==> src/rtl/key_led_ctrl_pkg.sv <==
// Shared definitions for the key-to-LED controller:
// per-channel mode encodings and the mode advance rule.
package key_led_ctrl_pkg;

  localparam int MODE_W = 2;

  typedef enum logic [MODE_W-1:0] {
    MODE_OFF   = 2'd0,
    MODE_ON    = 2'd1,
    MODE_BLINK = 2'd2
  } mode_e;

  // Encoding 3 is unreachable and behaves as OFF.
  function automatic logic [MODE_W-1:0] mode_next(
    input logic [MODE_W-1:0] m
  );
    logic [MODE_W-1:0] r;
    r = MODE_ON;
    unique case (1'b1)
      (m == MODE_ON):    r = MODE_BLINK;
      (m == MODE_BLINK): r = MODE_OFF;
      default:           r = MODE_ON;
    endcase
    return r;
  endfunction

endpackage

==> src/rtl/key_debounce.sv <==
// One key channel: 2-flop sync, debounce, press pulse.
// Ports: sys_clk, sys_rst_n (sync, low), key_in (raw,
// active-low), key_press (1-cycle pulse on accepted press).
module key_debounce #(
  parameter logic [31:0] DEBOUNCE_CNT = 32'd1000000
) (
  input  logic sys_clk,
  input  logic sys_rst_n,
  input  logic key_in,
  output logic key_press
);

  logic        r_s1;
  logic        r_s2;
  logic        r_deb;
  logic        r_deb_d;
  logic        r_press;
  logic [31:0] r_cnt;
  logic        w_mis;
  logic        w_done;

  assign w_mis  = r_s2 != r_deb;
  assign w_done = w_mis &&
    (r_cnt == DEBOUNCE_CNT - 32'd1);

  always_ff @(posedge sys_clk) begin
    if (!sys_rst_n) begin
      r_s1    <= 1'b1;
      r_s2    <= 1'b1;
      r_deb   <= 1'b1;
      r_deb_d <= 1'b1;
      r_press <= 1'b0;
      r_cnt   <= 32'd0;
    end else begin
      r_s1    <= key_in;
      r_s2    <= r_s1;
      r_deb_d <= r_deb;
      // falling edge of the debounced level
      r_press <= r_deb_d & ~r_deb;
      if (!w_mis) begin
        r_cnt <= 32'd0;
      end else if (w_done) begin
        r_cnt <= 32'd0;
        r_deb <= r_s2;
      end else begin
        r_cnt <= r_cnt + 32'd1;
      end
    end
  end

  assign key_press = r_press;

endmodule

==> src/rtl/key_led_ctrl.sv <==
// N-channel key-to-LED controller: each press cycles
// OFF->ON->BLINK->OFF; all keys pressed together clear all.
// Ports: sys_clk, sys_rst_n (sync, low), key[N] (raw,
// active-low), key_press[N] (press pulses), led[N] (drive).
module key_led_ctrl
  import key_led_ctrl_pkg::*;
#(
  parameter int          KEY_NUM      = 2,
  parameter logic [31:0] DEBOUNCE_CNT = 32'd1000000,
  parameter logic [31:0] BLINK_CNT    = 32'd25000000,
  parameter logic        LED_ACTIVE   = 1'b1
) (
  input  logic               sys_clk,
  input  logic               sys_rst_n,
  input  logic [KEY_NUM-1:0] key,
  output logic [KEY_NUM-1:0] key_press,
  output logic [KEY_NUM-1:0] led
);

  logic [KEY_NUM-1:0] w_press;
  logic [31:0]        r_div;
  logic               r_phase;
  logic [MODE_W-1:0]  r_mode [KEY_NUM];
  logic [MODE_W-1:0]  w_mode_nxt [KEY_NUM];
  logic [KEY_NUM-1:0] r_led;
  logic [KEY_NUM-1:0] w_led;
  logic               w_all_off;

  for (genvar g = 0; g < KEY_NUM; g++) begin : g_ch
    key_debounce #(
      .DEBOUNCE_CNT(DEBOUNCE_CNT)
    ) u_deb (
      .sys_clk  (sys_clk),
      .sys_rst_n(sys_rst_n),
      .key_in   (key[g]),
      .key_press(w_press[g])
    );
  end

  assign key_press = w_press;

  // Free-running shared divider keeps all blinkers in phase.
  always_ff @(posedge sys_clk) begin
    if (!sys_rst_n) begin
      r_div   <= 32'd0;
      r_phase <= 1'b0;
    end else if (r_div == BLINK_CNT - 32'd1) begin
      r_div   <= 32'd0;
      r_phase <= ~r_phase;
    end else begin
      r_div <= r_div + 32'd1;
    end
  end

  // A lone key can never mean "clear everything".
  assign w_all_off = (KEY_NUM >= 2) && (&w_press);

  always_comb begin
    for (int i = 0; i < KEY_NUM; i++) begin
      w_mode_nxt[i] = r_mode[i];
      if (w_all_off) begin
        w_mode_nxt[i] = MODE_OFF;
      end else if (w_press[i]) begin
        w_mode_nxt[i] = mode_next(r_mode[i]);
      end
    end
  end

  always_comb begin
    w_led = {KEY_NUM{~LED_ACTIVE}};
    for (int i = 0; i < KEY_NUM; i++) begin
      unique case (1'b1)
        (r_mode[i] == MODE_ON):
          w_led[i] = LED_ACTIVE;
        (r_mode[i] == MODE_BLINK):
          w_led[i] = r_phase ? LED_ACTIVE : ~LED_ACTIVE;
        default:
          w_led[i] = ~LED_ACTIVE;
      endcase
    end
  end

  always_ff @(posedge sys_clk) begin
    if (!sys_rst_n) begin
      for (int i = 0; i < KEY_NUM; i++) begin
        r_mode[i] <= MODE_OFF;
      end
      r_led <= {KEY_NUM{~LED_ACTIVE}};
    end else begin
      for (int i = 0; i < KEY_NUM; i++) begin
        r_mode[i] <= w_mode_nxt[i];
      end
      r_led <= w_led;
    end
  end

  assign led = r_led;

endmodule

==> config.mk <==
export PLATFORM = sky130hd
export DESIGN_NAME = key_led_ctrl
export DESIGN_NICKNAME = d
export VERILOG_FILES = /design/src/rtl/key_led_ctrl_pkg.sv /design/src/rtl/key_debounce.sv /design/src/rtl/key_led_ctrl.sv
export SDC_FILE = /design/constraint.sdc
export NUM_CORES = 1
export LEC_CHECK = 0
export ABC_CLOCK_PERIOD_IN_PS = 5100
export CAP_MARGIN = 15
export CORE_UTILIZATION = 45
export CTS_CLUSTER_SIZE = 20
export DETAILED_ROUTE_END_ITERATION = 12
export GPL_TIMING_DRIVEN = 0
export MAX_ROUTING_LAYER = met4
export PLACE_DENSITY = 0.6
export SLEW_MARGIN = 25
export SYNTH_ARGS = -nofsm -noshare
export SYNTH_HDL_FRONTEND = slang
export SYNTH_SLANG_ARGS = --single-unit
==> constraint.sdc <==
create_clock -name sys_clk -period 5.1 [get_ports sys_clk]
set_input_delay 0.765 -clock sys_clk [delete_from_list [all_inputs] [get_ports sys_clk]]
set_output_delay 0.765 -clock sys_clk [all_outputs]
set_load 0.05 [all_outputs]
==> results of run 1 <==
## per-layer routing
metal / vias up / GRT usage [%]
li1: 2353 / -
met1: 2214 / 26.2
met2: 98 / 32.5
met3: 21 / 5.49
met4: 0 / 8.62
met5: - / -
## synthesized netlist by cell type (all sizes together)
cell / count / share of area [%]
dfxtp: 113 / 43
a21oi: 55 / 5.2
nor2: 54 / 3.8
nand3: 40 / 3.8
nand4: 35 / 4.3
or4: 35 / 5.1
nand2: 32 / 2.3
o31ai: 29 / 4.1
xor2: 23 / 3.8
o21ai: 21 / 2.1
clkbuf: 20 / 1.4
or3: 19 / 2.2
xnor2: 19 / 3.1
and4: 17 / 2.8
and3: 14 / 1.7
inv: 13 / 0.92
nor4: 13 / 1.5
buf: 11 / 1.3
nand2b: 9 / 1.1
nor3: 9 / 0.85
ha: 8 / 1.9
and2: 5 / 0.59
nand4b: 4 / 0.66
nor4b: 4 / 0.66
nand3b: 3 / 0.43
o211a: 2 / 0.38
a31o: 1 / 0.17
a31oi: 1 / 0.12
clkinv: 1 / 0.071
mux2: 1 / 0.21
mux2i: 1 / 0.19
nor4bb: 1 / 0.19
o22ai: 1 / 0.12
o311ai: 1 / 0.17
## final cells by class
class                           count  area [sq um]  area share (%)
Buffer                             31           141            2.28
Clock buffer                       20           457            7.36
Clock inverter                     12           210            3.39
Inverter                           14          52.6           0.847
Multi-Input combinational cell    457          2830            45.6
Sequential cell                   113          2260            36.5
Tap cell                          143           179            2.88
Timing Repair Buffer                7          70.1            1.13
## metrics by stage
stage                     hold WS [ps]  setup slack, ps
after floorplan                    386             3200
after global placement             388             2620
after detailed placement           391             2580
after CTS                          403             2520
after global routing               418             2460
final                              399             2520
## power by group through the flow
stage | sequential [mW] | combinational (mW) | clock (mW)
floorplan | 0.909 | 0.0150 | 0
global placement | 0.909 | 0.0227 | 0
detailed placement | 0.909 | 0.0230 | 0
CTS | 0.890 | 0.0231 | 1.36
global route | 0.891 | 0.0254 | 1.41
finish | 0.891 | 0.0227 | 1.35
## worst paths after layout
kind                      startpoint                      end  cells after the start
max          g_ch[1].u_deb.key_press             key_press[1]                      2
min               g_ch[1].u_deb.r_s1       g_ch[1].u_deb.r_s2                      1
min reg2reg       g_ch[1].u_deb.r_s1       g_ch[1].u_deb.r_s2                      1
max reg2reg   g_ch[0].u_deb.r_cnt[0]  g_ch[0].u_deb.r_cnt[17]                      7
## registers in the layout, indices dropped and copies added (netlist names)
register / flops
g_ch.u_deb.r_deb: 2
g_ch.u_deb.key_press: 2
g_ch.u_deb.r_deb_d: 2
g_ch.u_deb.r_cnt: 64
g_ch.u_deb.r_s1: 2
led: 2
r_phase: 1
r_mode: 4
r_div: 32
g_ch.u_deb.r_s2: 2
## layout by cell type (no fill, tap or decap), types with 13 or more instances in the layout
cell	count
nor2_1	54
xor2_1	23
or3_1	19
a21oi_1	55
nand3_1	40
nand2_1	32
and3_1	14
dfxtp_1	113
or4_1	33
and4_1	17
clkbuf_1	21
inv_1	13
nand4_1	34
xnor2_1	19
o21ai_0	20
o31ai_1	29
clkbuf_16	17
nor4_1	13
## kinds of logic (layout without fill, tap and decap cells)
| group | Yosys count | in the layout | synth area share (%) |
|---|---|---|---|
| AO/OA/AOI/OAI | 111 | 111 | 12.3 |
| XOR/XNOR | 42 | 42 | 6.96 |
| adder cells (fa/ha/maj) | 8 | 8 | 1.89 |
| buffers and inverters | 45 | 84 | 3.67 |
| flip-flops | 113 | 113 | 42.8 |
| multiplexers | 2 | 2 | 0.402 |
| AND/OR/NAND/NOR | 294 | 294 | 32.0 |
## critical path, delay by kind of cell, from the launching register on
kind	cells	cell delay (ps)
buffers and inverters	2	950
flip-flops	1	450
==> flow_summary.toml, run 1 <==
[route]
first_iter_violations = 323
drt-total-wl_mm = 12.0
vias = 4686
routed.top_layer = "met4"
wl_met1_mm = 5.71
routedWlPerCell_um = 15.0
drcViolationCount = 0
routed-wl-met2_mm = 5.47
met3_length_um = 517
dr.pass1.iters = 4
viasPerCell = 5.88
ant_nets = 0

[yosys]
avgSynthCellArea_sq_um = 8.60
syn_area_sq_mm = 0.00529
synthCells = 615
yosysWarnings = 0
synthDistinctLibCells = 39
seq_area_frac_synth_pct = 42.8
yosys_register_bits = 113
synth_nets = 627

[timing]
fin_skew_ps = 6.31
drv_slew = 0
worst_pin_slew_ps = 575
setup_violations = 0
maxSlewHeadroom_pct = 61.3
finalCriticalPeriod_ps = 2580
rsz0062_at_grt = "false"
max_freq_mhz = 388
fin_tns_setup_ps = 0
hold_violations = 0
min_period_over_period_pct = 50.5

[clocking]
cts_buffers = 17
cts_max_path_buffers = 2
cts_resized = 0
ctsHoldBuffers = 0
path_clk_slew_ps = 50
clkLatencyLatePin_ps = 410
post_cts_buffers = 0
cts_tree = "built"
htree_levels = 4
clk_root_buffer_cell = "clkbuf_16"
cts_sinks = 113

[pwr]
p_total_mw = 2.26
p_per_area_mw_per_mm2 = 365
peakVddDrop_mv = 0.289
netSwitchingFraction_pct = 19.0
p_int_mw = 1.83
p_clk_share_pct = 59.6
p_leak_nw = 1.94
switchingPower_uw = 430
p_seq_share_pct = 39.4
power.share.combinational_pct = 1.0

[worst_setup_path]
start_kind = "flip-flop"
cp_cell_sequence = "buf_4, clkdlybuf4s50_1"
endpoint_kind = "output pin"
cp_slowest_cell = "clkdlybuf4s50_1"
critPathArrivalTime_ps = 1810
slowest_delay_ps = 790
r2r_setup_slack_ps = 2690
setup.worst_path.class = "flip-flop to output pin"
crit_fanout = 7
cp.required_ps = 4340

[placed_design]
io_buffers = 7
dpl.cell_count = 765
place_congestion = 0.794
place_area_sq_mm = 0.00554
dp_hpwl_mm = 8.05

[floorplanning]
core.rowCount = 39
core_region_area_sq_mm = 0.0114
dieArea_sq_mm = 0.0122
die_x_um = 110
start_util_pct = 46.3
chipHeight_um = 110
pin_count = 8

[grt]
grtUsageTotal_pct = 21.1
grt_pass1_wl_mm = 20.5
gr-total-overflow = 0
antenna_found_initial = 0
grt_pass1_vias = 4299
grt_max_degree = 17

[status]
status = "completed"

[cells_and_area]
fillers = 1046
syn_to_final_growth_pct = 17.3
drive_gt1_share_pct = 7.19
postLayoutCoreUtil_pct = 54.3
fin_nets = 653
fin_cells = 797
stdcell_area_sq_mm = 0.00620
num_antenna_cells = 0

[min_path]
hold_path.class = "flip-flop to flip-flop"

[flow_run]
maxCapViolCount = 0
Power figures use the tool's default switching activity.
==> run 2, diff against run 1 <==
Settings changed: ABC_CLOCK_PERIOD_IN_PS 5100 to 2070, PLACE_DENSITY 0.6 to 0.62.
Clock period 5.1 ns to 2.07 ns, I/O delays scaled along.
==> run 2 against run 1 <==
Net effect: sequential share of layout area is 0.38 points lower; highest routed layer unchanged; design area rose by 1.2%; clock-buffer cell count down 2; largest cell class unchanged; non-clock buffer count down 1; global-route usage is 0.63 points lower; combinational power rose to 2.7 times the previous value; total power rose by 140%.
==> flow_summary.toml, run 2 (synthesis results as in run 1) <==
[cells_and_area]
fin_nets = 652
final_common_cell = "dfxtp_1"
fillers = 1070
syn_to_final_growth_pct = 18.7
seq_area_sq_mm = 0.00227
num_antenna_cells = 0
largestRegisters = "g_ch.u_deb.r_cnt: 64 flops, r_div: 32 flops, r_mode: 4 flops"
fin_cells = 795
final_cell_mix = "dfxtp_1 (110), a21oi_1 (55), nor2_1 (54)"
regMostFlops = "g_ch.u_deb.r_cnt"
largest_reg_flops = 64
drive_gt1_share_pct = 10.6
multi_input_area_sq_mm = 0.00290
stdcell_area_sq_mm = 0.00628

[worst_setup_path]
critPathArrivalTime_ps = 2340
worstReg2RegStart = "r_div[27]"
crit_fanout = 10
crit_path_end = "r_div[15]"
r2r_setup_slack_ps = 30
endpoint_kind = "flip-flop"
startpoint = "r_div[27]"
start_kind = "flip-flop"
r2r_end = "r_div[15]"
cp.required_ps = 2370
rr_worst_depth = 5
setup.worst_path.class = "flip-flop to flip-flop"

[timing]
fin_skew_ps = 9.03
min_period_over_period_pct = 98.4
drv_slew = 0
hold_violations = 0
rsz0062_at_grt = "true"
maxSlewHeadroom_pct = 59.8
setup_violations = 0
worst_pin_slew_ps = 598
max_freq_mhz = 491
finalCriticalPeriod_ps = 2040

[route]
routedWlPerCell_um = 14.6
viasPerCell = 5.81
drt-total-wl_mm = 11.6
vias = 4620
first_iter_violations = 242
drcViolationCount = 0
ant_nets = 0
dr.pass1.iters = 4

[grt]
gr-total-overflow = 0
grt_pass1_vias = 4401
grt_pass1_wl_mm = 20.0
grtUsageTotal_pct = 20.4
antenna_found_initial = 0
grt_max_degree = 17

[clocking]
clkLatencyLatePin_ps = 420
path_clk_slew_ps = 50
ctsHoldBuffers = 0
htree_levels = 4
cts_tree = "built"
clk_root_buffer_cell = "clkbuf_16"
cts_buffers = 17
cts_max_path_buffers = 2
cts_sinks = 113

[pwr]
p_total_mw = 5.43
peakVddDrop_mv = 0.729
p_leak_nw = 1.94
p_per_area_mw_per_mm2 = 865

[floorplanning]
core_region_area_sq_mm = 0.0114
pin_count = 8
chipHeight_um = 110
dieArea_sq_mm = 0.0122
core.rowCount = 39
start_util_pct = 46.3
die_x_um = 110

[status]
status = "completed"

[flow_run]
maxCapViolCount = 0

[min_path]
hold_path.class = "flip-flop to flip-flop"

[placed_design]
place_area_sq_mm = 0.00554
place_congestion = 0.810
dpl.cell_count = 765
dp_hpwl_mm = 8.08
io_buffers = 7
run 2: through the flow:
stage	worst slack, ps	setup TNS (ps)	utilization, %	hold slack (ps)
after floorplan	171	0	-	386
after global routing	-33.4	-371	55.0	423
after CTS	13.4	0	54.4	410
after detailed placement	-251	-4470	48.5	397
after global placement	-233	-4040	48.5	390
final	33.8	0	55.0	408
run 2: worst min-delay path by stage:
stage	start	cells past startpoint	slack, ps	to
4_1_cts	g_ch[1].u_deb.r_s1	1	410	g_ch[1].u_deb.r_s2
3_3_place_gp	g_ch[1].u_deb.r_s1	1	390	g_ch[1].u_deb.r_s2
2_1_floorplan	g_ch[0].u_deb.r_s1	1	390	g_ch[0].u_deb.r_s2
3_5_place_dp	g_ch[1].u_deb.r_s1	1	400	g_ch[1].u_deb.r_s2
5_1_grt	g_ch[1].u_deb.r_s1	1	420	g_ch[1].u_deb.r_s2
6_report	g_ch[1].u_deb.r_s1	1	410	g_ch[1].u_deb.r_s2
run 2: final cells by class:
| cell class | count | area share [%] |
|---|---|---|
| Clock buffer | 18 | 6.99 |
| Tap cell | 143 | 2.85 |
| Multi-Input combinational cell | 457 | 46.2 |
| Buffer | 28 | 2.31 |
| Timing Repair Buffer | 9 | 1.32 |
| Clock inverter | 13 | 3.37 |
| Sequential cell | 113 | 36.1 |
| Inverter | 14 | 0.837 |
run 2: metal layers:
metal / global-route usage, % / routed length (um)
met5: - / 0
met4: 7.02 / 88
met3: 5.60 / 397
met2: 32.6 / 5670
met1: 24.8 / 5460
run 2: what timing repair did:
action / in CTS / in global routing
resized for setup: 11 / 22
gates cloned: 0 / 0
endpoints found under the hold margin: 0 / 0
pin swaps: 0 / 2
endpoints found under the setup margin: 66 / 88
buffers inserted: 0 / 2
run 2: where the power goes:
part / leakage, nW / switching [mW] / internal [mW]
Clock: 0.292 / 1.02 / 2.16
Sequential: 0.913 / 0.00829 / 2.19
Combinational: 0.731 / 0.0368 / 0.0239
run 2: critical path, stage by stage (launching register included):
cell and delay (ps):
dfxtp_1 350, or4_4 560, or4_4 530, o21ai_4 210, buf_4 210, nor2_1 60
